==> src/rtl/slow_bcd_counter.sv <==
// Multi-digit slow BCD counter: up/down, parallel load with per-digit clamp, soft clear,
// wrap or saturate at terminal count, combinational carry-out and sticky overflow.
module slow_bcd_counter #(
    parameter int unsigned NUM_DIGITS = 4,
    parameter int unsigned MAX_DIGIT  = 9,
    parameter bit          SATURATE   = 1'b0
) (
    input  logic                    clk,
    input  logic                    reset,
    input  logic                    slowena,
    input  logic                    up_dn,
    input  logic                    clear,
    input  logic                    load,
    input  logic [4*NUM_DIGITS-1:0] load_val,
    output logic [4*NUM_DIGITS-1:0] q,
    output logic                    carry_out,
    output logic                    overflow
);

    localparam logic [3:0] MaxD = 4'(MAX_DIGIT);

    logic [4*NUM_DIGITS-1:0] step_val;
    logic [4*NUM_DIGITS-1:0] load_clamped;
    logic                    terminal;
    logic                    ripple;

    // Ripple carry/borrow through the digits; a digit only moves when all lower digits are at
    // their rollover value, and the final ripple is the terminal-count condition.
    always_comb begin
        step_val = q;
        ripple   = 1'b1;
        for (int k = 0; k < NUM_DIGITS; k++) begin
            if (up_dn) begin
                if (ripple) begin
                    step_val[4*k +: 4] = (q[4*k +: 4] == MaxD) ? 4'd0 : q[4*k +: 4] + 4'd1;
                end
                ripple = ripple & (q[4*k +: 4] == MaxD);
            end else begin
                if (ripple) begin
                    step_val[4*k +: 4] = (q[4*k +: 4] == 4'd0) ? MaxD : q[4*k +: 4] - 4'd1;
                end
                ripple = ripple & (q[4*k +: 4] == 4'd0);
            end
        end
        terminal = ripple;
    end

    always_comb begin
        load_clamped = load_val;
        for (int k = 0; k < NUM_DIGITS; k++) begin
            if (load_val[4*k +: 4] > MaxD) begin
                load_clamped[4*k +: 4] = MaxD;
            end
        end
    end

    assign carry_out = slowena & reset & ~clear & ~load & terminal;

    always_ff @(posedge clk) begin
        if (!reset) begin
            q        <= '0;
            overflow <= 1'b0;
        end else if (clear) begin
            q        <= '0;
            overflow <= 1'b0;
        end else if (load) begin
            q <= load_clamped;
        end else if (slowena) begin
            if (terminal) begin
                overflow <= 1'b1;
            end
            if (!(SATURATE && terminal)) begin
                q <= step_val;
            end
        end
    end

endmodule
==> config.mk <==
export PLATFORM = sky130hd
export DESIGN_NAME = slow_bcd_counter
export DESIGN_NICKNAME = d
export VERILOG_FILES = /design/src/rtl/slow_bcd_counter.sv
export SDC_FILE = /design/constraint.sdc
export NUM_CORES = 1
export LEC_CHECK = 0
export CAP_MARGIN = 20
export CORE_UTILIZATION = 52
export DETAILED_ROUTE_END_ITERATION = 6
export PLACE_DENSITY = 0.92
export SLEW_MARGIN = 40
export SYNTH_ARGS = -nofsm -noshare
export SYNTH_HDL_FRONTEND = slang
export SYNTH_SLANG_ARGS = --single-unit
==> constraint.sdc <==
create_clock -name clk -period 6.35 [get_ports clk]
set_clock_uncertainty 0.2 [all_clocks]
set_input_delay 0.9525 -clock clk [delete_from_list [all_inputs] [get_ports clk]]
set_output_delay 0.9525 -clock clk [all_outputs]
set_load 0.005 [all_outputs]
==> results of run 1 <==
[Yosys cell counts, drive strengths merged (2+ instances only)]
master	count	share of area, %
inv	8	2.0
a21o	3	1.5
nor4b	2	2.2
clkbuf	9	2.3
a22o	2	1.2
o211ai	2	1.0
xnor2	5	3.0
nand4b	3	1.8
xor2	5	3.0
o22ai	2	0.85
or2	2	0.85
or3	2	1.2
buf	6	2.2
nand2b	6	2.6
a221oi	3	1.8
o21ai	26	9.6
nor3	6	2.4
o21a	4	2.0
dfxtp	17	23
a311oi	3	1.8
nand3b	3	1.5
a21oi	13	4.7
nor2	17	4.3
nand2	11	2.8
nand3	10	3.4
a2bb2oi	2	1.2
a31oi	3	1.3
nor2b	4	1.7
and3	4	1.7
[layout by cell type (no fill, tap or decap), types with 2 or more instances in the layout]
| cell | count |
|---|---|
| nor2_1 | 17 |
| or2_2 | 2 |
| a2bb2oi_1 | 2 |
| nor2b_1 | 4 |
| nor3_1 | 5 |
| nand3b_1 | 3 |
| clkdlybuf4s50_1 | 39 |
| and3_1 | 4 |
| o211ai_1 | 2 |
| o21ai_0 | 19 |
| buf_4 | 2 |
| xor2_1 | 5 |
| a31oi_1 | 3 |
| nand3_1 | 10 |
| a22o_1 | 2 |
| nand4b_1 | 3 |
| nand2_1 | 11 |
| a21oi_1 | 12 |
| a311oi_1 | 3 |
| o22ai_1 | 2 |
| o21ai_1 | 6 |
| xnor2_1 | 5 |
| dfxtp_1 | 17 |
| clkbuf_4 | 3 |
| nand2b_1 | 6 |
| inv_1 | 8 |
| a21o_1 | 3 |
| a221oi_1 | 3 |
| o21a_1 | 4 |
[state kept, by name, indices dropped and copies added, names as in the netlist]
register and count:
q 16, overflow 1
[through the flow]
step | cells | power (W) | hold WS, ns
2_1_floorplan | 197 | 0.000168 | 0.251
4_1_cts | 257 | 0.000257 | 0.278
3_5_place_dp | 253 | 0.000198 | 0.255
3_3_place_gp | 253 | 0.000196 | 0.233
5_1_grt | 257 | 0.000271 | 0.299
6_report | 257 | 0.000258 | 0.275
[cell type report]
cell class / count / area, sq um
flip-flops and latches: 17 / 340
repair buffers: 41 / 405
well taps: 30 / 37.5
multi-input cells: 157 / 1030
clock buffers: 4 / 26.3
fillers: 204 / 693
inverters: 8 / 30.0
[cells by family (layout without fill, tap and decap cells)]
family          after synthesis  in the layout  share of synthesized area, %
buf+inv                      23             53                          6.55
simple gates                 74             74                          30.2
xor+xnor                     10             10                          5.95
flops                        17             17                          23.1
mux                           2              2                          1.45
compound gates               71             71                          32.7
[routing by layer]
layer	vias to the layer above	global-route usage, %
met3	2	4.10
met2	81	43.0
met4	0	4.17
li1	785	-
met5	-	0
met1	713	32.6
[worst max-delay path, stage by stage]
cell and delay, ns:
clkdlybuf4s50_1 0.63, buf_4 0.32, or3_4 0.37, a21oi_2 0.30, nand3_1 0.25, nor3_1 0.37
clkdlybuf4s50_1 0.58
[power breakdown]
group / total (W) / internal (W) / switching, W
registers: 0.000121 / 0.000111 / 0.0000105
logic: 0.0000760 / 0.0000416 / 0.0000344
clock network: 0.0000611 / 0.0000244 / 0.0000367
total: 0.000258 / 0.000177 / 0.0000816
[worst paths after layout]
kind / startpoint / end / slack, ns / cells after the start
hold reg to reg: overflow / overflow / 0.28 / 1
setup reg to reg: q[0] / q[13] / 4.09 / 5
setup / recovery: up_dn / carry_out / 1.43 / 7
hold / removal: overflow / overflow / 0.28 / 1
==> results.md, run 1 <==
- Cts hold-fix bufs: 0
- Total track usage: 24.9%
- Sequential area share after synthesis: 23.1%
- Slew of the pin with the lowest slew margin: 0.547 ns
- Via-per-instance ratio: 6.15
- Avg Synthesized Cell Area: roughly 7.5 sq um
- Layout net count: between 200 and 300
- Final setup fails: 0
- Largest net degree at the start of global routing: 30
- Max Used Layer: met4
- Routed met3 length: 309 um
- Mapped Area: 0.00147 sq mm
- Crit end category: output pin
- Routed Antenna Nets: 0
- RSZ-0062 raised after global routing: false
- Max-cap violations: 0
- Longest Clk Path Bufs: 2
- Fraction of layout cells with a size suffix above 1: under 10%
- Syn Nets: around 220
- Via count: between 1.5k and 2k
- Setup ws final: 1.43 ns
- First-pass GRT wire length: about 5500 um
- FP Rows: 18
- DRT Pass-1 Iters: 7
- Clk_lat worst skew: just under 0.3 ns
- Post-CTS setup buffer count: 0
- Met2 wire length: 1720 um
- Hold Path Class: reg -> reg
- Crit path launch type: input pin
- Final WL: 3580 um
- Rel. slew slack: 63.5%
- Maximum vdd drop: between 0.15 and 0.2 mV
- Max H-tree Level: 1
- CP max FO: 19
- Die extent in x: around 55 um
- Synth Instances: about 200
- Root Driver: clkbuf_4
- CTS tree: done
- Initial Utilization: 57.3%
- Syn. warnings: 0
- Final period utilization: around 77%
- Finished Core Util: roughly 73%
- Max-slew violations: 0
- P&R area growth vs syn: 27.4%
- Cell variety after synth: slightly above 50
- Post-CTS sizing: 0
- Final hold violation count: 0
- Most used DFF post-synth: dfxtp_1
- Crit path time final: between 4 and 5 ns
- Placed inst area: 0.00185 sq mm
- Via count of the first global-routing pass: between 1k and 1.5k
- Leakage Power: around 0.66 nW
- Post-synth EDFFs: 0
- Placement Setup Slack: around 1.5 ns
- Die Ht: 55.2 um
- IO Count: 40
- Worst Setup Path Type: in -> out
- First-iteration detailed-routing DRC count: 50
- Fmax: around 0.2 GHz
- CP Data Required Time: ~5.2 ns
- # diodes: 0
- #FFs+latches synth: 17
- Antenna violations before repair: 0
- CTS clk-pin slew, worst paths: ~0.10 ns
- Wirelength per Cell: 13.9 um
- Post-DP HPWL: around 2600 um
- PD cells: 138 mW/mm^2
- Final setup TNS: 0 ns
- CP arrival: around 3.8 ns
- TritonCTS Sinks: 17
- Gr ovfl total: 0
- Post-synthesis async set-or-reset flop share: 0%
- Outcome: completed
- CTS buffer count: 3
- Core area: around 0.0026 sq mm
- DIE AREA: just over 0.003 sq mm
- Final Cell Area: 0.00187 sq mm
- Residual DRC: 0
- GPL Wtd Cong: between 0.7 and 0.8
- IO Port Bufs: 39
- Met1 WL: ~1500 um
Power figures use the tool's default switching activity.
==> run 2: changes to the inputs <==
Settings changed: CORE_UTILIZATION 52 to 44, PLACE_DENSITY 0.92 to 0.84.
Clock period 6.35 ns to 4.44 ns, I/O delays scaled along.
==> run 2 against run 1 <==
  * Final cell count increased by 6.6%
  * Highest routed layer unchanged
  * Combinational power increased by 43%
  * Clock-buffer cell count unchanged
==> results.md, run 2 (synthesized netlist as in run 1, its figures left out) <==
- Outcome: completed
- Final hold violation count: 0
- Residual DRC: 0
- First-pass GRT wire length: around 5600 um
- Clock network power share: between 20% and 30%
- IO Port Bufs: 39
- P_sw: approximately 0.00011 W
- Root Driver: clkbuf_4
- Final setup TNS: 0 ns
- TritonCTS Sinks: 17
- Power consumption: about 0.00037 W
- Largest regs: q x16, overflow x1
- FP Rows: 20
- Max H-tree Level: 1
- Fraction of layout cells with a size suffix above 1: between 8 and 9%
- DIE AREA: approximately 0.0036 sq mm
- CP arrival: approximately 3.0 ns
- Total track usage: between 20% and 30%
- P&R area growth vs syn: 30.1%
- Layer with the highest usage: met2
- CP max FO: 8
- Int Pwr: between 0.0002 and 0.0003 W
- Largest net degree at the start of global routing: 29
- Die Ht: ~60 um
- FILL cells: approximately 290
- Largest Register: q
- CTS clk-pin slew, worst paths: roughly 0.1 ns
- CP top delay family: buffers and inverters
- CP Data Required Time: 3.57 ns
- Flip-flop count of the largest register after layout: 16
- Routed Antenna Nets: 0
- Sw frac: between 30% and 40%
- Longest Clk Path Bufs: 2
- CP cell instances: clkdlybuf4s50_1, or3b_1, a21oi_2, buf_4, nand3_1, nor3_1, clkdlybuf4s50_1
- Leading cell type in the layout, fill and taps excluded: clkdlybuf4s50_1
- Crit path time final: between 3 and 4 ns
- Clk_lat worst skew: slightly below 0.3 ns
- Via count of the first global-routing pass: around 1.3k
- Bufs and invs on worst path: 3
- Layout net count: approximately 250
- IO Count: 40
- Hold Path Class: reg -> reg
- # diodes: 0
- Post-CTS setup buffer count: 0
- Via-per-instance ratio: around 5.6
- Comb power frac: 29.8%
- First-iteration detailed-routing DRC count: roughly 130
- Slowest stage delay, CP: about 0.58 ns
- Max-cap violations: 0
- Final setup fails: 0
- Post-CTS sizing: 0
- CTS buffer count: 3
- CP dominant cell by count: clkdlybuf4s50_1
- Rel. slew slack: approximately 70%
- Worst Setup Path Type: in -> out
- Most frequent cells in the layout: 39 x clkdlybuf4s50_1, 19 x o21ai_0, 17 x nor2_1, 17 x dfxtp_1, 12 x a21oi_1
- Max-slew violations: 0
- CTS tree: done
- RSZ-0062 raised after global routing: false
- Cts hold-fix bufs: 0
- PD cells: 192 mW/mm^2
- GPL Wtd Cong: ~0.85
- Core area: 0.00310 sq mm
- Final period utilization: 86.5%
- DRT Pass-1 Iters: 4
- Gr ovfl total: 0
- Via count: between 1.5k and 2k
- Initial Utilization: between 40% and 50%
- Slew of the pin with the lowest slew margin: about 0.45 ns
- Sequential share of power: 47.2%
- Crit end category: output pin
- Slowest CP cell: clkdlybuf4s50_1
- Met1 usage: about 28%
- Crit path launch type: input pin
- Maximum vdd drop: 0.119 mV
- Fmax: 0.260 GHz
- Wirelength per Cell: roughly 13 um
- Post-DP HPWL: 2530 um
- Leakage Power: about 0.68 nW
- Met2 Resource Use GR: between 30% and 40%
- Antenna violations before repair: 0
- Die extent in x: about 60 um
- Final WL: between 3000 and 4000 um
- Met3 Resource Use GR: about 4%
-- run 2: changes by cell type in the layout (fill, tap and decap cells not counted), sizes merged --
| cell | previous run | this run |
|---|---|---|
| buf | 2 | 5 |
-- run 2: metrics by stage --
step	area [sq um]	setup slack (ns)	util (%)	cells	hold WS (ns)
after floorplan	1470	1.80	-	197	0.251
after global placement	1890	0.648	60.8	270	0.240
after detailed placement	1890	0.595	60.8	270	0.241
after CTS	1910	0.594	61.7	274	0.266
after global routing	1910	0.464	61.7	274	0.279
final	1910	0.600	61.7	274	0.262
-- run 2: power groups by stage --
stage	clock network (W)	logic [W]	registers [W]
final	0.0000843	0.000109	0.000173
after global routing	0.0000955	0.000121	0.000175
after CTS	0.0000891	0.000110	0.000173
after detailed placement	0	0.000109	0.000177
after global placement	0	0.000108	0.000177
after floorplan	0	0.0000717	0.000169
-- run 2: layout make-up --
cell class | instances | area (sq um) | area share, %
inverters | 8 | 30.0 | 1.57
well taps | 44 | 55.1 | 2.88
flip-flops and latches | 17 | 340 | 17.8
multi-input cells | 157 | 1030 | 54.1
clock buffers | 4 | 26.3 | 1.37
repair buffers | 44 | 428 | 22.4
-- run 2: worst paths after layout --
check,cells after the start,slack (ns),to,from
max,7,0.60,carry_out,slowena
min reg2reg,1,0.26,overflow,overflow
min,1,0.26,overflow,overflow
max reg2reg,5,2.24,q[13],q[0]
-- run 2: layer usage --
metal / part of all wire (%) / vias up
met2: 47 / 45
met1: 48 / 694
met4: 0.78 / 0
li1: - / 796
met3: 4.7 / 2
met5: 0 / -
